===== src/rtl/adc_gen_pkg.sv =====
// Shared types and constants for the ADC pattern generator.
//   mode_e       : pattern selector (CONST/RAMP/TOGGLE/PRBS)
//   state_e      : run-control FSM states (IDLE/RUN/FIN)
//   PRBS16_TAPS  : feedback taps of x^16+x^14+x^13+x^11+1 (bits 15,13,12,10)
//   PRBS16_SEED  : default LFSR seed
//   prbs16_next  : one Fibonacci step, shift left, feedback bit enters at LSB
package adc_gen_pkg;

    typedef enum logic [1:0] {
        MODE_CONST  = 2'd0,
        MODE_RAMP   = 2'd1,
        MODE_TOGGLE = 2'd2,
        MODE_PRBS   = 2'd3
    } mode_e;

    typedef enum logic [1:0] {
        ST_IDLE = 2'd0,
        ST_RUN  = 2'd1,
        ST_FIN  = 2'd2
    } state_e;

    localparam logic [15:0] PRBS16_TAPS = 16'hB400;
    localparam logic [15:0] PRBS16_SEED = 16'hACE1;

    function automatic logic [15:0] prbs16_next(input logic [15:0] s);
        return {s[14:0], ^(s & PRBS16_TAPS)};
    endfunction

endpackage


===== src/rtl/adc_lfsr16.sv =====
// 16-bit Fibonacci PRBS register.
//   clk     : clock, rising edge
//   rst     : synchronous active-high reset, state returns to SEED
//   load    : load 'seed' (has priority over advance)
//   seed    : value loaded on 'load'
//   advance : step the LFSR once
//   state   : current LFSR state
module adc_lfsr16
    import adc_gen_pkg::*;
#(
    parameter logic [15:0] SEED = PRBS16_SEED
) (
    input  logic        clk,
    input  logic        rst,
    input  logic        load,
    input  logic [15:0] seed,
    input  logic        advance,
    output logic [15:0] state
);

    logic [15:0] state_reg;

    always_ff @(posedge clk) begin
        if (rst) begin
            state_reg <= SEED;
        end else if (load) begin
            state_reg <= seed;
        end else if (advance) begin
            state_reg <= prbs16_next(state_reg);
        end
    end

    assign state = state_reg;

endmodule


===== src/rtl/adc_pattern_gen.sv =====
// Multi-lane ADC sample source (CONST / RAMP / TOGGLE / PRBS patterns).
//   clk, rst       : clock and synchronous active-high reset
//   cfg_mode       : pattern mode, latched on accepted start
//   cfg_const      : constant / ramp base / toggle value, latched on start
//   cfg_step       : per-lane increment (RAMP, PRBS), latched on start
//   cfg_burst_len  : samples per run, 0 = continuous, latched on start
//   start, stop    : run control (start accepted only in IDLE, stop only in RUN)
//   adc_data       : lane i at [i*DATA_W +: DATA_W]
//   adc_valid      : adc_data carries a new sample this cycle
//   busy           : high while running
//   done           : one-cycle pulse after the last sample of a burst
//   sample_cnt     : samples emitted in current/last run, saturating
module adc_pattern_gen
    import adc_gen_pkg::*;
#(
    parameter int          NUM_CH    = 96,
    parameter int          DATA_W    = 9,
    parameter logic [15:0] LFSR_SEED = 16'hACE1
) (
    input  logic                     clk,
    input  logic                     rst,
    input  logic [1:0]               cfg_mode,
    input  logic [DATA_W-1:0]        cfg_const,
    input  logic [DATA_W-1:0]        cfg_step,
    input  logic [15:0]              cfg_burst_len,
    input  logic                     start,
    input  logic                     stop,
    output logic [NUM_CH*DATA_W-1:0] adc_data,
    output logic                     adc_valid,
    output logic                     busy,
    output logic                     done,
    output logic [15:0]              sample_cnt
);

    localparam logic [DATA_W-1:0] NUM_CH_W = DATA_W'(NUM_CH);

    state_e                    state_reg;
    mode_e                     mode_reg;
    logic [DATA_W-1:0]         const_reg;
    logic [DATA_W-1:0]         step_reg;
    logic [15:0]               burst_reg;
    logic [DATA_W-1:0]         base_reg;      // lane-0 ramp value of the current sample
    logic                      odd_reg;       // current sample index is odd
    logic [15:0]               burst_cnt_reg; // non-saturating burst comparator count
    logic [15:0]               sample_cnt_reg;
    logic [NUM_CH*DATA_W-1:0]  adc_data_reg;
    logic                      valid_reg;
    logic                      busy_reg;
    logic                      done_reg;

    logic [15:0]               lfsr_state;
    logic                      start_ok;
    logic                      burst_end;
    logic                      run_next;

    mode_e                     gen_mode;
    logic [DATA_W-1:0]         gen_const;
    logic [DATA_W-1:0]         gen_step;
    logic [DATA_W-1:0]         gen_base;
    logic                      gen_odd;
    logic [15:0]               gen_lfsr;
    logic [NUM_CH*DATA_W-1:0]  data_next;

    assign start_ok  = (state_reg == ST_IDLE) && start;
    // Burst end is checked before stop, so a stop on the last sample still yields done.
    assign burst_end = (state_reg == ST_RUN) && (burst_reg != 16'd0) && (burst_cnt_reg == burst_reg);
    assign run_next  = (state_reg == ST_RUN) && !burst_end && !stop;

    // The LFSR register holds the state used by the sample currently on the
    // output; the next sample uses its successor, hence advance-on-emit.
    adc_lfsr16 #(
        .SEED (LFSR_SEED)
    ) u_lfsr (
        .clk     (clk),
        .rst     (rst),
        .load    (start_ok),
        .seed    (LFSR_SEED),
        .advance (run_next),
        .state   (lfsr_state)
    );

    // Parameters of the sample about to be emitted: taken straight from the
    // config inputs for sample 0, from the latched/advanced state otherwise.
    always_comb begin
        gen_mode  = mode_reg;
        gen_const = const_reg;
        gen_step  = step_reg;
        gen_base  = base_reg + NUM_CH_W * step_reg;
        gen_odd   = ~odd_reg;
        gen_lfsr  = prbs16_next(lfsr_state);
        if (start_ok) begin
            gen_mode  = mode_e'(cfg_mode);
            gen_const = cfg_const;
            gen_step  = cfg_step;
            gen_base  = cfg_const;
            gen_odd   = 1'b0;
            gen_lfsr  = LFSR_SEED;
        end
    end

    generate
        for (genvar gi = 0; gi < NUM_CH; gi++) begin : g_lane
            localparam logic [DATA_W-1:0] LANE_IDX = DATA_W'(gi);
            logic [DATA_W-1:0] lane_off;
            logic [DATA_W-1:0] lane_val;

            assign lane_off = LANE_IDX * gen_step;
            assign lane_val = (gen_mode == MODE_CONST)  ? gen_const :
                              (gen_mode == MODE_TOGGLE) ? (gen_odd ? ~gen_const : gen_const) :
                              (gen_mode == MODE_RAMP)   ? gen_base + lane_off :
                                                          gen_lfsr[DATA_W-1:0] + lane_off;
            assign data_next[gi*DATA_W +: DATA_W] = lane_val;
        end
    endgenerate

    always_ff @(posedge clk) begin
        if (rst) begin
            state_reg      <= ST_IDLE;
            mode_reg       <= MODE_CONST;
            const_reg      <= '0;
            step_reg       <= '0;
            burst_reg      <= '0;
            base_reg       <= '0;
            odd_reg        <= 1'b0;
            burst_cnt_reg  <= '0;
            sample_cnt_reg <= '0;
            adc_data_reg   <= '0;
            valid_reg      <= 1'b0;
            busy_reg       <= 1'b0;
            done_reg       <= 1'b0;
        end else begin
            case (state_reg)
                ST_IDLE: begin
                    done_reg  <= 1'b0;
                    valid_reg <= 1'b0;
                    if (start) begin
                        state_reg      <= ST_RUN;
                        mode_reg       <= gen_mode;
                        const_reg      <= cfg_const;
                        step_reg       <= cfg_step;
                        burst_reg      <= cfg_burst_len;
                        base_reg       <= gen_base;
                        odd_reg        <= 1'b0;
                        burst_cnt_reg  <= 16'd1;
                        sample_cnt_reg <= 16'd1;
                        adc_data_reg   <= data_next;
                        valid_reg      <= 1'b1;
                        busy_reg       <= 1'b1;
                    end
                end
                ST_RUN: begin
                    if (burst_end) begin
                        state_reg <= ST_FIN;
                        valid_reg <= 1'b0;
                        busy_reg  <= 1'b0;
                        done_reg  <= 1'b1;
                    end else if (stop) begin
                        state_reg <= ST_IDLE;
                        valid_reg <= 1'b0;
                        busy_reg  <= 1'b0;
                    end else begin
                        base_reg      <= gen_base;
                        odd_reg       <= gen_odd;
                        adc_data_reg  <= data_next;
                        valid_reg     <= 1'b1;
                        burst_cnt_reg <= burst_cnt_reg + 16'd1;
                        if (sample_cnt_reg != 16'hFFFF) begin
                            sample_cnt_reg <= sample_cnt_reg + 16'd1;
                        end
                    end
                end
                ST_FIN: begin
                    state_reg <= ST_IDLE;
                    done_reg  <= 1'b0;
                end
                default: begin
                    state_reg <= ST_IDLE;
                    valid_reg <= 1'b0;
                    busy_reg  <= 1'b0;
                    done_reg  <= 1'b0;
                end
            endcase
        end
    end

    assign adc_data   = adc_data_reg;
    assign adc_valid  = valid_reg;
    assign busy       = busy_reg;
    assign done       = done_reg;
    assign sample_cnt = sample_cnt_reg;

endmodule


===== config.mk =====
export PLATFORM = sky130hd
export DESIGN_NAME = adc_pattern_gen
export DESIGN_NICKNAME = d
export VERILOG_FILES = /design/src/rtl/adc_gen_pkg.sv /design/src/rtl/adc_lfsr16.sv /design/src/rtl/adc_pattern_gen.sv
export SDC_FILE = /design/constraint.sdc
export NUM_CORES = 2
export LEC_CHECK = 0
export ABC_AREA = 1
export ABC_CLOCK_PERIOD_IN_PS = 22700
export BUFFER_PORTS_ARGS = -buffer_cell sky130_fd_sc_hd__buf_4
export CAP_MARGIN = 15
export CORE_AREA = 4 4 356 358
export DETAILED_ROUTE_END_ITERATION = 16
export DIE_AREA = 0 0 360 362
export GPL_TIMING_DRIVEN = 0
export PLACE_DENSITY = 0.65
export SLEW_MARGIN = 10
export SYNTH_ARGS = -nofsm -noshare
export SYNTH_HDL_FRONTEND = slang
export SYNTH_SLANG_ARGS = --single-unit

===== constraint.sdc =====
create_clock -name clk -period 22.7 [get_ports clk]
set_clock_uncertainty 0.2 [all_clocks]
set_input_delay 2.27 -clock clk [delete_from_list [all_inputs] [get_ports clk]]
set_output_delay 2.27 -clock clk [all_outputs]
set_load 0.01 [all_outputs]

==> results.txt <==
status: completed
CTS Buf Count: 68
CP delay by family, top: adder cells
post-synth top area share: 20.3%
Req. time, crit path: 23.12 ns
Tot GR Track Use: 50.7%
first-pass GRT wire length: 459000 microns
initial core utilization: 44.5%
Synth cell types: 50
Post-Syn Area per Cell: 6.99 sq um
MaxCap Viol Count: 0
Setup WS post-layout: 12.10 ns
syn nets: 8721
global route overflow: 0
compound-cell area share of the yosys netlist: 18.2%
max-slew violation count: 0
max reg flops: 458
Post-CTS Resized: 0
Area Growth Syn to Fin: 22.6%
dpl hpwl: 273000 microns
largest net degree at the start of global routing: 58
Power per Cell Area: 142 nW/um^2
FF+latch area: 11200 sq um
Syn Inst Count: 7854
fraction of layout cells with a size suffix above 1: 19.7%
WP buf/inv: 8
Vias/cell: 6.00
die width: 360 microns
main flop type after synthesis: dfxtp_1
Synth Area in Simple Gates: 19.2%
vias in the first global route: 56000
critical path type: in -> reg
initial antenna violation count: 40
maximum root-to-sink buffer count: 3
Routed Antenna Nets: 0
fillers: 12100
Worst path slowest cell: ha_1
nets@finish: 9754
fraction of registers with async set/reset: 0%
measured slew at the worst slew-check pin: 1.45 ns
DR DRC count: 0
post-synthesis mux area share: 0%
type of the worst min-delay path: reg -> reg
I/O pin cnt: 923
delay of the slowest critical-path stage: 0.86 ns
IO buf count: 921
postcts setup bufs: 0
via count: 63600
Critical Path AT: 11.02 ns
Period Utilization, post-route: 46.7%
xor and xnor fraction of the mapped netlist area: 5.71%
crit path time final: 10.60 ns
Clock Sinks: 557
gp weighted congestion: 1.10
die height: 362 microns
RSZ-0062 raised after global routing: no
Leakage: 35.1 nW
row count: 129
cts hold-fix bufs: 0
synth cell count leaders: nand2_1, inv_1, a21oi_1
setup TNS: 0 ns
Pre-antenna DRT Iters: 9
dpl ws: 11.92 ns
Slew HR: 2.13%
Starting DRT DRC Count: 9767
Seq cells post-synth: 557
final std cells w/o fill: 10600
FMAX: 0.0944 GHz
yosys warns: 0
Routed WL: 348000 microns
setup violators final: 0
CP endpoint kind: flip-flop
top area cells in the synthesized netlist: dfxtp_1, ha_1, nand2_1
sequential share of the synthesized area: 20.3%
die area: 130000 sq um
Synth Cell Area: 54900 sq um
core outline area: 123000 sq um
total power: 9.59 mW
clk slew on worst S/H paths: 0.07 ns
number of enable flip-flop cells after synthesis: 0
area of the multi-input gates: 35700 sq um
Clock Latency Late Sink: 0.72 ns
Post-Synth Adder-Cell Area: 21.5%
top-count cell post-synth: nand2_1
Clk Tree Root Cell: clkbuf_16
CP startpoint kind: input port
Synth area leader: dfxtp_1
main combinational cell family by area after synthesis: adder cells
Max Fanout on Critical Path: 12
Routed WL per cell: 32.8 microns
most used cell, CP: inv_1
H-Tree Depth: 3
CTS tree: built
placed cell count: 10400
Peak VDD IR: 0.118 mV
Final Hold Fails: 0
[worst register-to-register path, cell delays in order, from the launching register on]
cell      delay (ns)
dfxtp_1         0.36
nor2_4          0.27
nand2_2         0.18
buf_2           0.26
o21ai_4         0.75
inv_1           0.81
ha_1            0.72
inv_1           0.43
nand2_1         0.27
ha_1            0.86
inv_1           0.42
o21ai_0         0.54
fa_1            0.53
ha_1            0.36
nand2_1         0.09
inv_1           0.05
nand4_1         0.09
o211ai_1        0.16
xor2_1          0.46
ha_1            0.38
a21oi_1         0.17
o21ai_0         0.11
a21oi_1         0.15
xor2_1          0.21
inv_1           0.06
nand2_1         0.06
nand3_1         0.13
a21oi_1         0.18
[where the power goes]
group          internal (mW)  switching, mW
Clock                  0.664          0.540
Sequential              1.13          0.184
Combinational           2.42           4.65
Total                   4.21           5.38
[cells by family after synthesis]
group                    after synthesis
buffers and inverters               1722
flip-flops                           557
XOR/XNOR                             358
AO/OA/AOI/OAI                       1906
AND/OR/NAND/NOR                     2484
adder cells (fa/ha/maj)              827
[layer usage]
layer  track usage, %  part of all wire [%]  vias to the layer above
li1                 -                     -                    27500
met1             62.6                    36                    29800
met2             70.2                    39                     5148
met3             21.2                    16                     1143
met4             37.0                   9.0                       20
met5            0.799                 0.074                        -
[cell usage in the layout (no fill, tap or decap), types with 8 or more instances in the layout]
cell       instances
nand3b_1          27
nor2_1           471
clkinv_2          14
nor3_1            32
a21oi_1          982
clkbuf_1         171
o21ai_0          730
nand2_1         1334
buf_16            11
nand4_1           77
diode_2           25
o21bai_1          17
buf_6             29
buf_12            12
or2_2            109
xor2_1           223
clkbuf_2          38
clkbuf_8           9
buf_4           1347
a31oi_1           14
o221ai_1          37
nand2_2            8
clkbuf_16         68
xnor2_1          132
nand3_1          392
buf_8              8
o31ai_1           16
dfxtp_1          551
fa_1             194
o21ai_1           14
inv_1           1029
buf_2             34
a21o_1            59
a211oi_1          13
ha_1             631
[final timing paths]
path,start,to,slack [ns],cells after the start
worst max-delay path,start,adc_data[287],12.10,28
worst min-delay path,u_lfsr.state[9],u_lfsr.state[10],0.27,2
worst max register to register,state_reg[0],adc_data[287],13.34,27
worst min register to register,u_lfsr.state[9],u_lfsr.state[10],0.27,2
[metrics by stage]
| stage | utilization [%] | cell area, sq um | hold slack, ns |
|---|---|---|---|
| floorplan | - | 54900 | 0.230 |
| global placement | 51.8 | 63900 | 0.241 |
| detailed placement | 52.6 | 64800 | 0.254 |
| CTS | 54.5 | 67200 | 0.269 |
| global route | 54.5 | 67300 | 0.294 |
| finish | 54.6 | 67300 | 0.265 |
[final cells by class]
cell class                 count  area share, %
tap                         1637           3.04
inverter                    1039           5.82
clock buffer                  85           2.76
antenna                       25         0.0929
buffer                       683           6.54
clock inverter                36          0.762
multi-input combinational   5575           53.0
timing repair buffer         963           11.4
sequential                   557           16.6
(Power assumes the default switching activity.)
